==> config.mk <==
export PLATFORM = sky130hd
export DESIGN_NAME = alu_issue_wb
export DESIGN_NICKNAME = d
export VERILOG_FILES = /design/src/rtl/alu_issue_wb.sv
export SDC_FILE = /design/constraint.sdc
export NUM_CORES = 1
export LEC_CHECK = 0
export CORE_ASPECT_RATIO = 0.9
export CORE_MARGIN = 2
export CORE_UTILIZATION = 55
export DETAILED_ROUTE_END_ITERATION = 8
export PLACE_DENSITY_LB_ADDON = 0.08
export RECOVER_POWER = 50
export SYNTH_ARGS = -nofsm -noshare
export SYNTH_HDL_FRONTEND = slang
export SYNTH_SLANG_ARGS = --single-unit
==> constraint.sdc <==
create_clock -name CLK -period 3.8 [get_ports CLK]
set_input_delay 0.76 -clock CLK [delete_from_list [all_inputs] [get_ports CLK]]
set_output_delay 0.76 -clock CLK [all_outputs]
set_load 0.02 [all_outputs]
==> src/rtl/alu_issue_wb.sv <==
// rtl/alu_issue_wb.sv - issue/write-back front end for the 8-bit pipelined ALU
// Two-stage tracking (IS, EX); stalls on RAW hazards; squashes younger work on a taken BEQ.
module alu_issue_wb #(
  parameter int NREG = 4,
  parameter int W    = 8
) (
  input  logic         CLK,
  input  logic         RST,
  input  logic         in_valid,
  input  logic [15:0]  in_instr,
  output logic         in_ready,
  output logic [W-1:0] alu_a,
  output logic [W-1:0] alu_b,
  output logic [2:0]   alu_instr,
  output logic [5:0]   alu_branch_addr,
  input  logic [W-1:0] alu_out,
  input  logic         alu_co,
  input  logic         alu_branch,
  output logic         carry_q,
  output logic         redirect_valid,
  output logic [5:0]   redirect_target,
  input  logic [1:0]   dbg_addr,
  output logic [W-1:0] dbg_data
);

  localparam logic [2:0] OP_NOP = 3'd0;
  localparam logic [2:0] OP_ADD = 3'd1;
  localparam logic [2:0] OP_SUB = 3'd2;
  localparam logic [2:0] OP_NOT = 3'd4;
  localparam logic [2:0] OP_BEQ = 3'd7;

  logic [W-1:0] rf [NREG];

  logic       is_v, is_wr, ex_v, ex_wr;
  logic [1:0] is_rd, ex_rd;
  logic [2:0] is_op, ex_op;

  logic [2:0] op_in;
  logic [1:0] rd_in, rs1_in, rs2_in;
  logic       wr_in, use_rs2, haz_is, haz_ex, taken, accept;
  logic       unused_in;

  assign op_in  = in_instr[15:13];
  assign rd_in  = in_instr[12:11];
  assign rs1_in = in_instr[10:9];
  assign rs2_in = in_instr[8:7];

  // alu_branch is informational and bit 6 of the instruction word is unassigned
  assign unused_in = ^{alu_branch, in_instr[6]};

  assign wr_in   = (op_in != OP_NOP) && (op_in != OP_BEQ);
  assign use_rs2 = (op_in != OP_NOT) && (op_in != OP_NOP) && (op_in != OP_BEQ);

  assign haz_is = is_v && is_wr &&
                  ((rs1_in == is_rd) || (use_rs2 && (rs2_in == is_rd)));
  assign haz_ex = ex_v && ex_wr &&
                  ((rs1_in == ex_rd) || (use_rs2 && (rs2_in == ex_rd)));

  assign in_ready = !(haz_is || haz_ex || redirect_valid);
  assign accept   = in_valid && in_ready;

  // A zero target is reserved, so only a non-zero low field counts as taken
  assign taken = ex_v && (ex_op == OP_BEQ) && (alu_out[5:0] != 6'd0);

  assign alu_instr = is_op;
  assign dbg_data  = rf[dbg_addr];

  always_ff @(posedge CLK) begin
    if (RST) begin
      for (int i = 0; i < NREG; i++) rf[i] <= '0;
      is_v            <= 1'b0;
      is_wr           <= 1'b0;
      is_rd           <= 2'd0;
      is_op           <= OP_NOP;
      ex_v            <= 1'b0;
      ex_wr           <= 1'b0;
      ex_rd           <= 2'd0;
      ex_op           <= OP_NOP;
      alu_a           <= '0;
      alu_b           <= '0;
      alu_branch_addr <= 6'd0;
      carry_q         <= 1'b0;
      redirect_valid  <= 1'b0;
      redirect_target <= 6'd0;
    end else begin
      // The IS entry moving into EX on a taken branch is younger, so it is killed
      ex_v  <= is_v && !taken;
      ex_wr <= is_wr;
      ex_rd <= is_rd;
      ex_op <= is_op;

      if (ex_v && ex_wr) begin
        rf[ex_rd] <= alu_out;
        if ((ex_op == OP_ADD) || (ex_op == OP_SUB)) carry_q <= alu_co;
      end

      redirect_valid <= taken;
      if (taken) redirect_target <= alu_out[5:0];

      if (accept && !taken) begin
        is_v            <= 1'b1;
        is_wr           <= wr_in;
        is_rd           <= rd_in;
        is_op           <= op_in;
        alu_a           <= rf[rs1_in];
        alu_b           <= rf[rs2_in];
        alu_branch_addr <= in_instr[5:0];
      end else begin
        is_v  <= 1'b0;
        is_wr <= 1'b0;
        is_op <= OP_NOP;
      end
    end
  end

endmodule
==> run metrics <==
Setup Buffers After CTS 0; DRT iter0 DRCs between 150 and 200; slowest cell delay on critical path 0.53 ns; most frequent cells in the layout dfxtp_1 (44), clkdlybuf4s50_1 (36), dlygate4sd3_1 (34), edfxtp_1 (32), a21oi_1 (27); Crit path buffers/inverters 2; routed length per placed instance 16.6 µm; share of cells above drive strength 1 ~15%; Vias/cell between 5 and 6; Ports 73; violated checks capacitance limit, slew limit; Tightest Pin Transition 1.89 ns; max_cap viols 1; crit path DAT roughly 2.8 ns; Setup Viol. Count Final 0; CP max-delay cell clkdlybuf4s50_1; Area after DPL 4310 µm²; commonest non-fill, non-tap cell in the layout dfxtp_1; Rows 27; number of global-route vias before repair around 2400; Die Y 80.2 µm; Crit Path Category input pin to output pin; worst hold path type register to register; worst-path cell chain clkdlybuf4s50_1 -> and3_1 -> nor4_1 -> o211ai_2 -> and3_1 -> clkdlybuf4s50_1; YS warnings 0; post-synthesis register bit count 76; Initial Util between 50% and 60%; Post-Syn Area 3550 µm²; grt ovf 0; number of port buffers 70; Worst-Skew Late Latency 0.35 ns; dpl ws roughly 0.26 ns; post-route ant nets 0; n_diodes 0; initial antenna violation count 0; Post-synth EDFFs 32; final hold violation count 0; VDD IR-drop max 0.279 mV; final setup margin ~0.24 ns; CTS tree yes; die span in x roughly 89 µm; RSZ-0062 raised after global routing false; cts bufs inserted 9; asr flop ratio synth 0%; ys flop type dfxtp_1; setup TNS 0 ns; sequential fraction of the synthesis area between 50% and 60%; fin crit share 93.6%; Total Wirelength roughly 7.5 mm; CTS Root Cell clkbuf_8; FMAX around 280 MHz; DP Wirelength 5.65 mm; vias 2509; Max H-tree Level 3; Leak Pwr 0.00166 µW; Critical Path RT 3.04 ns; Setup Skew a little under 0.009 ns; # resized after CTS 0; gr usage total a little under a quarter; Worst-path clk slew 0.07 ns; Slew HR -26.1%; largest net degree at the start of global routing 46; Final Slew Violations between 40 and 50; gpl congestion 0.853; Area Overhead vs Synth 26.7%; syn avg cell area 12.1 µm²; core area 6180 µm²; Yosys cell types 41; PwrDens 385 nW/µm²; DR DRC count 0; Worst Path Max Fanout 5; CTS Sinks 76; hold buffers post-CTS 0; hold slack 0.452 ns; Max Root-Sink Buffers 2; crit path time final 3.56 ns; first drt pass iteration count 4; Nets between 300 and 400; final instance area 4490 µm²; Synth Net Count 323; run status finished with violations; first-pass GRT wire length 12.3 mm; CP delay by family, top buffers and inverters; Reg2Reg Setup Slack 1.74 ns; startpoint types input pin; Die ar. 7110 µm²; cells after synthesis 292; Worst Setup End Kind output pin
## worst min-delay path, delay by kind of cell, from the launching register on
| family | cells | cell delay (ns) |
|---|---|---|
| AOI/OAI and AO/OA | 1 | 0.05 |
| DFF | 1 | 0.31 |
| and+or+nand+nor | 1 | 0.05 |
## cell type report
cell class                      instances  area (µm²)
Sequential cell                        76        1840
Fill cell                             470        1690
Multi-Input combinational cell        194        1570
Timing Repair Buffer                   82         776
Clock buffer                           12         145
Tap cell                               87         109
Clock inverter                          4        50.0
## flip-flops by register name, indices dropped and copies added (netlist names), 2 cells and up
register	flops
rf	32
alu_a	8
alu_b	8
alu_branch_addr	6
redirect_target	6
alu_instr	3
ex_op	3
ex_rd	2
is_rd	2
## kinds of logic after synthesis
logic type	count (synthesis)	share of synthesized area, %
AO/OA/AOI/OAI	60	9.81
XOR/XNOR	9	2.22
buffers and inverters	22	3.77
flip-flops	76	51.9
multiplexers	25	15.5
AND/OR/NAND/NOR	100	16.8
## synth_stat cells, types with 2 or more instances
cell | count | area share (%)
or2_2 | 3 | 0.53
and3_1 | 2 | 0.35
nor2_1 | 9 | 0.95
clkbuf_1 | 12 | 1.3
nand3_1 | 23 | 3.2
nor3_1 | 2 | 0.28
nor2b_1 | 6 | 1.1
nor4_1 | 2 | 0.35
and2_1 | 32 | 5.6
a21oi_1 | 27 | 3.8
a22oi_1 | 3 | 0.63
xor2_1 | 6 | 1.5
buf_2 | 4 | 0.56
dfxtp_1 | 44 | 25
nand2_1 | 7 | 0.74
edfxtp_1 | 32 | 27
mux4_2 | 24 | 15
buf_4 | 2 | 0.42
nor4b_1 | 2 | 0.49
o21ai_0 | 24 | 3.4
xnor2_1 | 3 | 0.74
buf_8 | 2 | 0.85
nor3b_1 | 3 | 0.63
## metal layers
metal  up-vias  share of wire (%)  track usage (%)
met5         -                  0                0
li1       1237                  -                -
met1      1178                 44             31.6
met2        88                 49             35.8
met4         0               0.73             6.52
met3         6                6.2             7.30
## through the flow
stage                     instances  utilization, %  total power [µW]
after global routing            455            72.7              1790
after global placement          439            69.8              1140
final                           455            72.7              1730
after detailed placement        439            69.8              1150
after CTS                       455            72.9              1750
after floorplan                 292               -              1050
## final timing paths
kind | from | endpoint | cells after the start
worst min register to register | redirect_target[4] | redirect_target[4] | 2
worst max-delay path | in_instr[14] | in_ready | 6
worst min-delay path | redirect_target[4] | redirect_target[4] | 2
worst max register to register | is_rd[1] | alu_b[5] | 5
## where the power goes
group	internal, µW	total [µW]	switching (µW)
clock	321	603	283
sequential	880	903	22.6
combinational	115	223	108
total	1320	1730	413
No activity file was read; power rests on OpenSTA's default activity.
